===== src/rtl/comp_sequencer_if.sv =====
// Requester/consumer bundle for comp_sequencer: two operand requesters in, one result out.
// The master side drives requests and rsp_ready; the slave side (the sequencer) answers.
interface comp_sequencer_if;
  logic       req0_valid;
  logic       req1_valid;
  logic       req0_ready;
  logic       req1_ready;
  logic [7:0] req0_a;
  logic [7:0] req0_b;
  logic [7:0] req1_a;
  logic [7:0] req1_b;
  logic       rsp_valid;
  logic       rsp_ready;
  logic       rsp_id;
  logic       rsp_eq;
  logic       rsp_gt;
  logic       busy;

  modport master (
    output req0_valid, req1_valid, req0_a, req0_b, req1_a, req1_b, rsp_ready,
    input  req0_ready, req1_ready, rsp_valid, rsp_id, rsp_eq, rsp_gt, busy
  );

  modport slave (
    input  req0_valid, req1_valid, req0_a, req0_b, req1_a, req1_b, rsp_ready,
    output req0_ready, req1_ready, rsp_valid, rsp_id, rsp_eq, rsp_gt, busy
  );
endinterface


===== src/rtl/comp_sequencer.sv =====
// Two-requester unsigned 8-bit comparator that walks the operands in 2-bit slices, MSB first,
// with round-robin arbitration and an optional early exit on the first unequal slice.
module comp_sequencer #(
  parameter int EARLY_EXIT = 1
) (
  input  logic             clk,
  input  logic             reset,
  comp_sequencer_if.slave  bus
);

  typedef enum logic [1:0] {IDLE, RUN, RESP} state_t;

  state_t     r_state;
  logic       r_last;
  logic [7:0] r_a;
  logic [7:0] r_b;
  logic       r_id;
  logic       r_eq;
  logic       r_gt;
  logic [1:0] r_idx;
  logic       r_rsp_valid;
  logic       r_rsp_id;
  logic       r_rsp_eq;
  logic       r_rsp_gt;
  logic       r_busy;

  logic [1:0] w_a_sl [4];
  logic [1:0] w_b_sl [4];
  logic [1:0] w_a_s;
  logic [1:0] w_b_s;
  logic       w_eq_next;
  logic       w_gt_next;
  logic       w_last_slice;
  logic       w_any_req;
  logic       w_grant1;
  logic       w_idle;

  genvar gi;
  generate
    for (gi = 0; gi < 4; gi++) begin : g_slice
      assign w_a_sl[gi] = r_a[2*gi+1:2*gi];
      assign w_b_sl[gi] = r_b[2*gi+1:2*gi];
    end
  endgenerate

  assign w_a_s     = w_a_sl[r_idx];
  assign w_b_s     = w_b_sl[r_idx];
  assign w_eq_next = r_eq & (w_a_s == w_b_s);
  // Only the first differing slice (while still equal above it) decides ordering.
  assign w_gt_next = r_gt | (r_eq & (w_a_s > w_b_s));
  assign w_last_slice = (r_idx == 2'd0) || ((EARLY_EXIT != 0) && !w_eq_next);

  // r_last holds the previously granted id; the other requester wins a tie.
  assign w_any_req = bus.req0_valid | bus.req1_valid;
  assign w_grant1  = bus.req1_valid & (~bus.req0_valid | ~r_last);
  assign w_idle    = (r_state == IDLE) & ~reset;

  assign bus.req0_ready = w_idle & w_any_req & ~w_grant1;
  assign bus.req1_ready = w_idle & w_grant1;
  assign bus.rsp_valid  = r_rsp_valid;
  assign bus.rsp_id     = r_rsp_id;
  assign bus.rsp_eq     = r_rsp_eq;
  assign bus.rsp_gt     = r_rsp_gt;
  assign bus.busy       = r_busy;

  always_ff @(posedge clk or posedge reset) begin
    if (reset) begin
      r_state     <= IDLE;
      r_last      <= 1'b1;
      r_a         <= 8'd0;
      r_b         <= 8'd0;
      r_id        <= 1'b0;
      r_eq        <= 1'b0;
      r_gt        <= 1'b0;
      r_idx       <= 2'd0;
      r_rsp_valid <= 1'b0;
      r_rsp_id    <= 1'b0;
      r_rsp_eq    <= 1'b0;
      r_rsp_gt    <= 1'b0;
      r_busy      <= 1'b0;
    end else begin
      case (r_state)
        IDLE: begin
          if (w_any_req) begin
            r_state <= RUN;
            r_busy  <= 1'b1;
            r_a     <= w_grant1 ? bus.req1_a : bus.req0_a;
            r_b     <= w_grant1 ? bus.req1_b : bus.req0_b;
            r_id    <= w_grant1;
            r_last  <= w_grant1;
            r_eq    <= 1'b1;
            r_gt    <= 1'b0;
            r_idx   <= 2'd3;
          end
        end
        RUN: begin
          r_eq  <= w_eq_next;
          r_gt  <= w_gt_next;
          r_idx <= r_idx - 2'd1;
          if (w_last_slice) begin
            r_state     <= RESP;
            r_rsp_valid <= 1'b1;
            r_rsp_id    <= r_id;
            r_rsp_eq    <= w_eq_next;
            r_rsp_gt    <= w_gt_next;
          end
        end
        RESP: begin
          if (bus.rsp_ready) begin
            r_state     <= IDLE;
            r_rsp_valid <= 1'b0;
            r_busy      <= 1'b0;
          end
        end
        default: begin
          r_state     <= IDLE;
          r_rsp_valid <= 1'b0;
          r_busy      <= 1'b0;
        end
      endcase
    end
  end

endmodule

===== src/flat_wrapper.sv =====
// flat-port wrapper written by rule: the top's interface ports become plain ports
module comp_sequencer_flat 
#(
  parameter int EARLY_EXIT = 1
)
  (clk, reset, bus_req0_valid, bus_req1_valid, bus_req0_a, bus_req0_b, bus_req1_a, bus_req1_b, bus_rsp_ready, bus_req0_ready, bus_req1_ready, bus_rsp_valid, bus_rsp_id, bus_rsp_eq, bus_rsp_gt, bus_busy);
  comp_sequencer_if bus_i ();
  input  logic clk;
  input  logic reset;
  input wire logic [$bits(bus_i.req0_valid)-1:0] bus_req0_valid;
  input wire logic [$bits(bus_i.req1_valid)-1:0] bus_req1_valid;
  input wire logic [$bits(bus_i.req0_a)-1:0] bus_req0_a;
  input wire logic [$bits(bus_i.req0_b)-1:0] bus_req0_b;
  input wire logic [$bits(bus_i.req1_a)-1:0] bus_req1_a;
  input wire logic [$bits(bus_i.req1_b)-1:0] bus_req1_b;
  input wire logic [$bits(bus_i.rsp_ready)-1:0] bus_rsp_ready;
  output wire logic [$bits(bus_i.req0_ready)-1:0] bus_req0_ready;
  output wire logic [$bits(bus_i.req1_ready)-1:0] bus_req1_ready;
  output wire logic [$bits(bus_i.rsp_valid)-1:0] bus_rsp_valid;
  output wire logic [$bits(bus_i.rsp_id)-1:0] bus_rsp_id;
  output wire logic [$bits(bus_i.rsp_eq)-1:0] bus_rsp_eq;
  output wire logic [$bits(bus_i.rsp_gt)-1:0] bus_rsp_gt;
  output wire logic [$bits(bus_i.busy)-1:0] bus_busy;
  assign bus_i.req0_valid = bus_req0_valid;
  assign bus_i.req1_valid = bus_req1_valid;
  assign bus_i.req0_a = bus_req0_a;
  assign bus_i.req0_b = bus_req0_b;
  assign bus_i.req1_a = bus_req1_a;
  assign bus_i.req1_b = bus_req1_b;
  assign bus_i.rsp_ready = bus_rsp_ready;
  assign bus_req0_ready = bus_i.req0_ready;
  assign bus_req1_ready = bus_i.req1_ready;
  assign bus_rsp_valid = bus_i.rsp_valid;
  assign bus_rsp_id = bus_i.rsp_id;
  assign bus_rsp_eq = bus_i.rsp_eq;
  assign bus_rsp_gt = bus_i.rsp_gt;
  assign bus_busy = bus_i.busy;
  comp_sequencer #(.EARLY_EXIT(EARLY_EXIT)) u_core (.clk(clk), .reset(reset), .bus(bus_i));
endmodule

===== config.mk =====
export PLATFORM = sky130hd
export DESIGN_NAME = comp_sequencer_flat
export DESIGN_NICKNAME = d
export VERILOG_FILES = /design/src/rtl/comp_sequencer_if.sv /design/src/rtl/comp_sequencer.sv /design/src/flat_wrapper.sv
export SDC_FILE = /design/constraint.sdc
export NUM_CORES = 1
export LEC_CHECK = 0
export BUFFER_PORTS_ARGS = -buffer_cell sky130_fd_sc_hd__clkbuf_2
export CAP_MARGIN = 10
export CORE_MARGIN = 4
export CORE_UTILIZATION = 50
export CTS_BUF_LIST = sky130_fd_sc_hd__clkbuf_8
export DETAILED_ROUTE_END_ITERATION = 12
export PLACE_DENSITY_LB_ADDON = 0.2
export SKIP_CTS_REPAIR_TIMING = 1
export SYNTH_ARGS = -nofsm -noshare
export SYNTH_HDL_FRONTEND = slang
export SYNTH_SLANG_ARGS = --single-unit
export TNS_END_PERCENT = 20

===== constraint.sdc =====
create_clock -name clk -period 2.57 [get_ports clk]
set_input_delay 0.1285 -clock clk [delete_from_list [all_inputs] [get_ports clk]]
set_output_delay 0.1285 -clock clk [all_outputs]
set_load 0.005 [all_outputs]

==> run_results.csv <==
group,metric,value,unit
clock_tree,ctsLongestPathBuffers,2,
power_and_ir_drop,design_power_total,0.00220,W
yosys,yosysWarnings,0,
critical_path,endpoint,"u_core.bus.rsp_id$_DFFE_PP0P_",
routing,finalWirelength,3260,microns
sta,fin_worst_skew,0.00352,ns
global_routing,grt_pass1_wl,5750,microns
floorplan,dieArea,3920,sq um
global_routing,grt_pass1_vias,1317,
sta,post-route-period-util,85.0,%
yosys,synth_compound_area_share,20.9,%
finish,diodes,0,
sta,period_needed,2.18,ns
critical_path,rr_endpoint,"u_core.bus.rsp_id$_DFFE_PP0P_",
yosys,synth_top_family_by_area,"compound AO/OA/AOI/OAI gates",
clock_tree,h-tree-depth,2,
placed_design,numPortBuffers,43,
global_routing,grt_start_max_net_pins,31,
critical_path,rrSetupSlack,0.39,ns
sta,final-max-slew-violation-count,0,
routing,vias_per_cell,5.51,
critical_path,setup.worst_path.end_class,"register",
critical_path,critPathLaunchType,"register",
sta,tns,0,ns
global_routing,antenna_found_initial,0,
power_and_ir_drop,power_density,1210,nW/um^2
floorplan,die-height,62.6,microns
clock_tree,cts-buffers-inserted,5,
critical_path,crit_type,"reg2reg",
yosys,syn-num-nets,199,
yosys,synth_top_area_share,47.0,%
clock_tree,numClockSinks,29,
sta,relSlewSlack,53.3,%
yosys,synthXorXnorAreaFrac,0,%
min_path,hold_class,"in2reg",
routing,drc_errors,0,
critical_path,rr_worst_depth,5,
placed_design,globalplace.congestion,0.815,
yosys,yosysSeqAreaShare,48.7,%
critical_path,required,2.74,ns
yosys,syn_area_per_cell,9.38,sq um
finish,syn2layout_area_growth,21.6,%
yosys,yosysUniqueCellTypes,33,
routing,ant_nets,0,
yosys,yosys-top-cells-area,"dfrtp_1 47%, nand2_1 10%, a21oi_1 7.4%",
floorplan,fp-row-count,19,
critical_path,r2r_start,"u_core.r_idx[0]$_DFFE_PP0P_",
global_routing,track_usage,18.7,%
floorplan,ios,44,
routing,vias,1290,
sta,grt_setup_unrepaired,"no",
yosys,synth-simple-area-share,14.8,%
run,timing.max_cap.violations,0,
floorplan,start_util,53.2,%
yosys,synth_top_area_cell,"dfrtp_1",
critical_path,critPathMaxFanout,7,
yosys,muxShareOfSynthArea,6.80,%
routing,dr.pass1.iters,4,
sta,final-hold-violation-count,0,
yosys,syn_area,1490,sq um
power_and_ir_drop,vdd_drop_max,491,uV
floorplan,core_area,2810,sq um
finish,final_layout_size_suffix_gt1_share,31.5,%
clock_tree,cts_tree,"yes",
sta,worst_pin_slew,0.700,ns
yosys,synthCells,159,
clock_tree,clkTransAtPathRegs,0.06,ns
routing,wl_per_cell,13.9,microns
critical_path,crit_start,"u_core.r_idx[0]$_DFFE_PP0P_",
finish,nets,242,
routing,drt_iter0_drc,75,
sta,max_freq,0.458,GHz
clock_tree,cts_root_buffer,"clkbuf_8",
power_and_ir_drop,p_leak,0.896,nW
global_routing,gr-total-overflow,0,
critical_path,crit_arrival,2.35,ns
status,outcome,"finished, final reports clean",
floorplan,die_w,62.6,microns
clock_tree,clock_latency,0.28,ns
yosys,synth_seq_cells,29,
sta,setup_violations,0,
placed_design,place.detailed.hpwl,2350,microns
yosys,synth-adder-area-share,2.52,%
finish,fill_cells,234,
==> power by group <==
part	total [W]	leakage (nW)	switching [W]	internal (W)
Sequential	0.000850	0.331	0.000161	0.000689
Combinational	0.000935	0.511	0.000493	0.000442
Clock	0.000413	0.0542	0.000172	0.000241
==> cells in the mapped netlist (all sizes together) <==
| master | n |
|---|---|
| nand2 | 40 |
| dfrtp | 28 |
| a21oi | 22 |
| a31oi | 17 |
| buf | 8 |
| inv | 7 |
| mux4 | 4 |
| nor2 | 4 |
| o21ai | 4 |
| clkbuf | 3 |
| ha | 3 |
| nor2b | 2 |
| or2 | 2 |
| a211oi | 1 |
| a21bo | 1 |
| a21boi | 1 |
| a22o | 1 |
| a22oi | 1 |
| a32oi | 1 |
| and2 | 1 |
| and3 | 1 |
| dfstp | 1 |
| mux2 | 1 |
| nand2b | 1 |
| nand3 | 1 |
| nor3 | 1 |
| o211ai | 1 |
| o2bb2a | 1 |
==> flip-flops by register name, summed over array words and instances (netlist names), 2 cells and up <==
| register | flops |
|---|---|
| u_core.r_a | 8 |
| u_core.r_b | 8 |
| u_core.r_idx | 2 |
| u_core.r_state | 2 |
==> worst min-delay path by stage <==
stage                     depth (start not counted)            from                           to
after floorplan                                   1  bus_req0_valid    u_core.r_last$_DFFE_PP1P_
after global placement                            3           reset    u_core.r_b[0]$_DFFE_PP0P_
after detailed placement                          3           reset  u_core.bus.busy$_DFFE_PP0P_
after CTS                                         3           reset  u_core.bus.busy$_DFFE_PP0P_
after global routing                              2  bus_req0_valid    u_core.r_last$_DFFE_PP1P_
final                                             2  bus_req0_valid    u_core.r_last$_DFFE_PP1P_
==> kinds of logic after synthesis <==
logic type / count (synthesis)
AO/OA/AOI/OAI: 51
adder cells (fa/ha/maj): 3
buffers and inverters: 18
flip-flops: 29
multiplexers: 5
AND/OR/NAND/NOR: 53
==> per-stage QoR <==
stage	setup slack [ns]	util, %	cells	instance area, sq um	hold slack (ns)
final	0.387	64.6	234	1810	0.0662
after global routing	0.234	64.6	234	1810	0.0695
after CTS	0.377	64.3	233	1800	-0.0887
after detailed placement	0.389	60.7	225	1700	0.214
after global placement	0.463	60.7	225	1700	0.203
after floorplan	0.439	-	159	1490	0.198
==> cell type report <==
| type | instances | area, sq um | share of cell area [%] |
|---|---|---|---|
| flip-flops and latches | 29 | 727 | 40.1 |
| multi-input cells | 112 | 672 | 37.1 |
| repair buffers | 47 | 248 | 13.7 |
| clock buffers | 7 | 96.3 | 5.31 |
| well taps | 31 | 38.8 | 2.14 |
| inverters | 7 | 26.3 | 1.45 |
| clock inverters | 1 | 5.00 | 0.276 |
==> worst max-delay path, cell delays in order (launching register included) <==
cell and delay (ns):
dfrtp_1 0.50, mux4_2 0.55, ha_1 0.32, nand3_1 0.14, o21ai_2 0.22, mux2_2 0.35
==> routing by layer <==
metal	global-route usage (%)	wire length (microns)	up-vias
met5	0	0	-
met4	7.16	65	0
met3	6.47	245	7
met2	32.1	1590	40
met1	21.4	1360	602
li1	-	-	641
==> layout by cell type (no fill, tap or decap), types with 3 or more instances in the layout <==
cell type,n
a31oi_1,17
ha_1,3
nand2_1,40
nor2_1,3
buf_4,3
clkbuf_2,43
o21ai_0,3
dfrtp_1,28
inv_1,7
mux4_2,4
a21oi_1,22
clkbuf_8,7
Power figures use the tool's default switching activity.
